--- src/rtl/rstseq_pkg.sv ---
// Shared state encoding, default parameter values and counter sizing for the reset sequencer.
// Pure declarations: no logic, no latency, no backpressure.
package rstseq_pkg;

   localparam int N_DOM_DEF     = 4;
   localparam int LOCK_FILT_DEF = 4;
   localparam int LOCK_WAIT_DEF = 1024;
   localparam int STEP_DLY_DEF  = 16;

   typedef enum logic [1:0] {
      S_WAIT_LOCK = 2'd0,
      S_SETTLE    = 2'd1,
      S_RELEASE   = 2'd2,
      S_RUN       = 2'd3
   } state_e;

   // Width needed to hold 0..terminal-1, never narrower than one bit.
   function automatic int cnt_w(input int terminal);
      return (terminal < 2) ? 1 : $clog2(terminal);
   endfunction

endpackage

--- src/rtl/rstseq_sync.sv ---
// Two-flop synchronizer for a single asynchronous level into the local clock domain.
// Latency two clock edges; no backpressure.
module rstseq_sync (
   input  logic clk_i,
   input  logic rst_n_i,
   input  logic d_i,
   output logic q_o
);

   logic meta_q;
   logic sync_q;

   always_ff @(posedge clk_i or negedge rst_n_i) begin
      if (!rst_n_i) begin
         meta_q <= 1'b0;
         sync_q <= 1'b0;
      end else begin
         meta_q <= d_i;
         sync_q <= meta_q;
      end
   end

   assign q_o = sync_q;

endmodule

--- src/rtl/rstseq_ctrl.sv ---
// Sequences per-domain reset release after a filtered, settled PLL lock; aborts on lock loss or soft reset.
// All outputs registered, one cycle after the deciding edge; no backpressure.
module rstseq_ctrl
   import rstseq_pkg::*;
#(
   parameter int N_DOM     = N_DOM_DEF,
   parameter int LOCK_FILT = LOCK_FILT_DEF,
   parameter int LOCK_WAIT = LOCK_WAIT_DEF,
   parameter int STEP_DLY  = STEP_DLY_DEF
) (
   input  logic             clk_sys_i,
   input  logic             rst_n_sys_i,
   input  logic             pll_locked_i,
   input  logic             sw_rst_req_i,
   output logic [N_DOM-1:0] rst_n_dom_o,
   output logic             seq_busy_o,
   output logic             seq_done_o,
   output logic             lock_lost_o
);

   localparam int FW = cnt_w(LOCK_FILT);
   localparam int SW = cnt_w(LOCK_WAIT);
   localparam int PW = cnt_w(STEP_DLY);
   localparam int IW = cnt_w(N_DOM);

   state_e           state_q, state_d;
   logic [FW-1:0]    filt_q, filt_d;
   logic [SW-1:0]    settle_q, settle_d;
   logic [PW-1:0]    step_q, step_d;
   logic [IW-1:0]    idx_q, idx_d;
   logic [N_DOM-1:0] dom_q, dom_d;
   logic             busy_q, busy_d;
   logic             done_q, done_d;
   logic             lost_q, lost_d;
   logic             lk_s;
   logic             lock_drop;

   rstseq_sync u_lock_sync (
      .clk_i   (clk_sys_i),
      .rst_n_i (rst_n_sys_i),
      .d_i     (pll_locked_i),
      .q_o     (lk_s)
   );

   // A lock drop only counts once lock has been accepted.
   assign lock_drop = (state_q != S_WAIT_LOCK) && !lk_s;

   always_comb begin
      state_d  = state_q;
      filt_d   = filt_q;
      settle_d = settle_q;
      step_d   = step_q;
      idx_d    = idx_q;
      dom_d    = dom_q;
      lost_d   = lost_q;
      if (sw_rst_req_i || lock_drop) begin
         state_d  = S_WAIT_LOCK;
         filt_d   = '0;
         settle_d = '0;
         step_d   = '0;
         idx_d    = '0;
         dom_d    = '0;
         lost_d   = lock_drop;
      end else begin
         case (state_q)
            S_WAIT_LOCK: begin
               if (!lk_s) begin
                  filt_d = '0;
               end else if (filt_q == FW'(LOCK_FILT - 1)) begin
                  filt_d   = '0;
                  settle_d = '0;
                  state_d  = S_SETTLE;
               end else begin
                  filt_d = filt_q + FW'(1);
               end
            end
            S_SETTLE: begin
               if (settle_q == SW'(LOCK_WAIT - 1)) begin
                  step_d  = '0;
                  idx_d   = '0;
                  state_d = S_RELEASE;
               end else begin
                  settle_d = settle_q + SW'(1);
               end
            end
            S_RELEASE: begin
               if (step_q == PW'(STEP_DLY - 1)) begin
                  step_d        = '0;
                  dom_d[idx_q]  = 1'b1;
                  if (idx_q == IW'(N_DOM - 1)) begin
                     state_d = S_RUN;
                  end else begin
                     idx_d = idx_q + IW'(1);
                  end
               end else begin
                  step_d = step_q + PW'(1);
               end
            end
            S_RUN:   state_d = S_RUN;
            default: state_d = S_WAIT_LOCK;
         endcase
      end
      busy_d = (state_d != S_RUN);
      done_d = (state_d == S_RUN);
   end

   always_ff @(posedge clk_sys_i or negedge rst_n_sys_i) begin
      if (!rst_n_sys_i) begin
         state_q  <= S_WAIT_LOCK;
         filt_q   <= '0;
         settle_q <= '0;
         step_q   <= '0;
         idx_q    <= '0;
         dom_q    <= '0;
         busy_q   <= 1'b1;
         done_q   <= 1'b0;
         lost_q   <= 1'b0;
      end else begin
         state_q  <= state_d;
         filt_q   <= filt_d;
         settle_q <= settle_d;
         step_q   <= step_d;
         idx_q    <= idx_d;
         dom_q    <= dom_d;
         busy_q   <= busy_d;
         done_q   <= done_d;
         lost_q   <= lost_d;
      end
   end

   assign rst_n_dom_o = dom_q;
   assign seq_busy_o  = busy_q;
   assign seq_done_o  = done_q;
   assign lock_lost_o = lost_q;

endmodule

--- config.mk ---
export PLATFORM = sky130hd
export DESIGN_NAME = rstseq_ctrl
export DESIGN_NICKNAME = d
export VERILOG_FILES = /design/src/rtl/rstseq_pkg.sv /design/src/rtl/rstseq_sync.sv /design/src/rtl/rstseq_ctrl.sv
export SDC_FILE = /design/constraint.sdc
export NUM_CORES = 1
export LEC_CHECK = 0
export CAP_MARGIN = 20
export CORE_MARGIN = 2
export CORE_UTILIZATION = 40
export CTS_CLUSTER_DIAMETER = 80
export DETAILED_ROUTE_END_ITERATION = 8
export MAX_ROUTING_LAYER = met4
export PLACE_DENSITY_LB_ADDON = 0.12
export SYNTH_ARGS = -nofsm -noshare
export SYNTH_HDL_FRONTEND = slang
export SYNTH_SLANG_ARGS = --single-unit
--- constraint.sdc ---
create_clock -name clk_sys_i -period 1.8 [get_ports clk_sys_i]
set_input_delay 0.18 -clock clk_sys_i [delete_from_list [all_inputs] [get_ports clk_sys_i]]
set_output_delay 0.18 -clock clk_sys_i [all_outputs]
set_load 0.05 [all_outputs]
==> impl_metrics.env <==
export IMPL_status="finished clean"
export IMPL_postSynthCellCount=150
export IMPL_synth_flop_cell="dfrtp_1"
export IMPL_wirelength_um=3130
export IMPL_die_area_mm2=0.00444
export IMPL_synth_edf_count=0
export IMPL_hold_class="input pin to async pin"
export IMPL_overflow=0
export IMPL_die_h_um=66.6
export IMPL_avgSynthCellArea_um2=10.5
export IMPL_grtUsageTotal_pct=17.3
export IMPL_p_per_area_mw_per_mm2=651
export IMPL_clockRootBuffer="clkbuf_8"
export IMPL_port_buffers=10
export IMPL_ys_seq_elements=29
export IMPL_drc_errors=0
export IMPL_ys_types=49
export IMPL_timing_hold_ws_ps=280
export IMPL_cts_tree="done"
export IMPL_antenna_cells=0
export IMPL_yosysSeqAreaShare_pct=46.4
export IMPL_io_pins=11
export IMPL_cts_path_max_buffers=2
export IMPL_grt_pass1_vias=1168
export IMPL_ir_drop_v=0.000442
export IMPL_fin_area_mm2=0.00193
export IMPL_endpoint_kind="flop"
export IMPL_routed_via_count=1227
export IMPL_core_area_mm2=0.00372
export IMPL_fmax_mhz=576
export IMPL_finalMaxSlewViolations=0
export IMPL_cts_buffers=5
export IMPL_post_place_cells=213
export IMPL_setup_viol=0
export IMPL_synthArstFlopShare_pct=100
export IMPL_fin_skew_ps=4.71
export IMPL_power_total_mw=1.26
export IMPL_clk_latency_ps=280
export IMPL_fin_nets=188
export IMPL_initial_core_util_pct=42.2
export IMPL_power_leakage_nw=0.839
export IMPL_startpoint_type="flop"
export IMPL_period_share_pct=96.5
export IMPL_worstPathMaxFanout=7
export IMPL_initialDrtViolationCount=74
export IMPL_crit_path_cell_trace="ha_2, or2_4, a311oi_4, buf_12, buf_4, a2111oi_2, a21o_1"
export IMPL_synthesis_nets=161
export IMPL_fillerInstances=351
export IMPL_finalCriticalPeriod_ps=1740
export IMPL_firstDrtPassIters=4
export IMPL_tightest_slew_ps=492
export IMPL_place_area_mm2=0.00179
export IMPL_die_w_um=66.6
export IMPL_worst_setup_path_type="flop to flop"
export IMPL_clkTransAtPathRegs_ps=60
export IMPL_hpwl_um=2150
export IMPL_yosys_warnings=0
export IMPL_cp_data_required_time_ps=1970
export IMPL_vias_per_cell=5.43
export IMPL_clock_sinks=29
export IMPL_slew_headroom_pct=67.1
export IMPL_drive_gt1_share_pct=23.6
export IMPL_instances_no_fill=226
export IMPL_ant_nets=0
export IMPL_wl_per_cell_um=13.8
export IMPL_grt_first_pass_wirelength_um=5520
export IMPL_htreeDepth=2
export IMPL_arrival_ps=1910
export IMPL_antenna_found_initial=0
export IMPL_hold_viol=0
export IMPL_rows=22
export IMPL_worst_path_max_delay_cell="dfrtp_1"
export IMPL_synth_area_mm2=0.00157
export IMPL_place_congestion=0.739
export IMPL_critPathMaxStageDelay_ps=400
export IMPL_grt_max_degree=30
export IMPL_cap_violations=0
export IMPL_syn_to_final_growth_pct=23.1
-- Yosys cell counts, types with 4 or more instances --
cell type,instances,area share (%)
nand2_1,7,1.7
a21oi_1,11,3.5
nand3_1,5,1.6
inv_1,6,1.4
nor3_1,5,1.6
o2bb2ai_1,4,2.2
ha_1,7,5.6
a22o_1,7,3.9
dfrtp_1,28,45
nor2_1,13,3.1
-- sequential cells by signal, indices dropped and copies added (netlist names) --
register            count
filt_q                  2
idx_q                   2
lock_lost_o             1
rst_n_dom_o             4
seq_busy_o              1
seq_done_o              1
settle_q               10
state_q                 2
step_q                  4
u_lock_sync.meta_q      1
u_lock_sync.q_o         1
-- timing repair --
action                                  CTS  global route
resized for setup                         0             9
buffers inserted                          0             5
endpoints found under the setup margin    1             4
pin swaps                                 1             3
hold buffers                              0             0
-- layout make-up --
| class | count | area, um2 | area share [%] |
|---|---|---|---|
| Sequential cell | 29 | 728 | 37.7 |
| Multi-Input combinational cell | 108 | 791 | 41.0 |
| Timing Repair Buffer | 27 | 245 | 12.7 |
| Tap cell | 48 | 60.1 | 3.11 |
| Clock buffer | 6 | 72.6 | 3.76 |
| Clock inverter | 2 | 10.0 | 0.519 |
| Inverter | 6 | 22.5 | 1.17 |
-- power by group --
part / internal (mW) / switching (mW) / leakage (nW)
clock: 0.267 / 0.246 / 0.0450
combinational: 0.0422 / 0.0410 / 0.399
sequential: 0.657 / 0.00354 / 0.394
-- worst max-delay path, delay by kind of cell, from the launching register on --
family	cells	cell delay (ps)
DFF	1	400
and+or+nand+nor	1	240
adders and majority gates	1	190
AOI/OAI and AO/OA	3	540
buffers and inverters	2	260
-- cells in the final DEF, fill, tap and decap left out, types with 3 or more instances in the layout --
cell type,netlist,routed
nand2_1,7,7
a21o_1,3,3
mux2i_1,3,3
a22o_1,7,7
nand2b_1,3,3
inv_1,6,6
clkdlybuf4s50_1,0,9
buf_4,1,16
a21oi_1,11,11
nor2_1,13,13
clkbuf_8,0,5
nor3_1,5,5
nand3_1,5,5
o2bb2ai_1,4,3
dfrtp_1,28,27
a211oi_1,3,3
ha_1,7,5
-- path summary, 6_finish.rpt --
| check | from | slack, ps | cells past startpoint | to |
|---|---|---|---|---|
| min | rst_n_sys_i | 280 | 2 | idx_q[0] |
| max | filt_q[0] | 60 | 7 | settle_q[9] |
| min in group clk_sys_i | pll_locked_i | 340 | 1 | u_lock_sync.meta_q |
| min reg2reg | u_lock_sync.meta_q | 350 | 0 | u_lock_sync.q_o |
| max in group asynchronous | rst_n_sys_i | 1210 | 2 | seq_busy_o |
| max reg2reg | filt_q[0] | 60 | 7 | settle_q[9] |
-- routing by layer --
| metal | part of all wire, % | vias to the layer above | wire (um) | GRT usage (%) |
|---|---|---|---|---|
| met5 | 0 | - | 0 | - |
| met4 | 2.0 | 0 | 63 | 8.42 |
| met3 | 3.8 | 7 | 118 | 5.07 |
| met2 | 46 | 22 | 1450 | 25.5 |
| met1 | 48 | 589 | 1500 | 21.8 |
| li1 | - | 609 | - | - |
-- kinds of logic after synthesis --
| kind of cell | count (synthesis) | share of synthesized area [%] |
|---|---|---|
| AO/OA/AOI/OAI | 44 | 22.0 |
| XOR/XNOR | 1 | 0.559 |
| adder cells (fa/ha/maj) | 7 | 5.59 |
| buffers and inverters | 13 | 4.07 |
| flip-flops | 29 | 46.4 |
| multiplexers | 3 | 1.92 |
| AND/OR/NAND/NOR | 53 | 19.5 |
-- stage by stage --
stage,setup TNS (ps),utilization [%],worst slack (ps)
finish,0,51.9,63.4
global route,-8.05,51.9,-5.95
CTS,0,50.3,32.2
detailed placement,0,48.1,10.3
global placement,0,48.1,64.1
floorplan,0,-,33.3
Note: power is estimated with default switching activity, not from simulation.
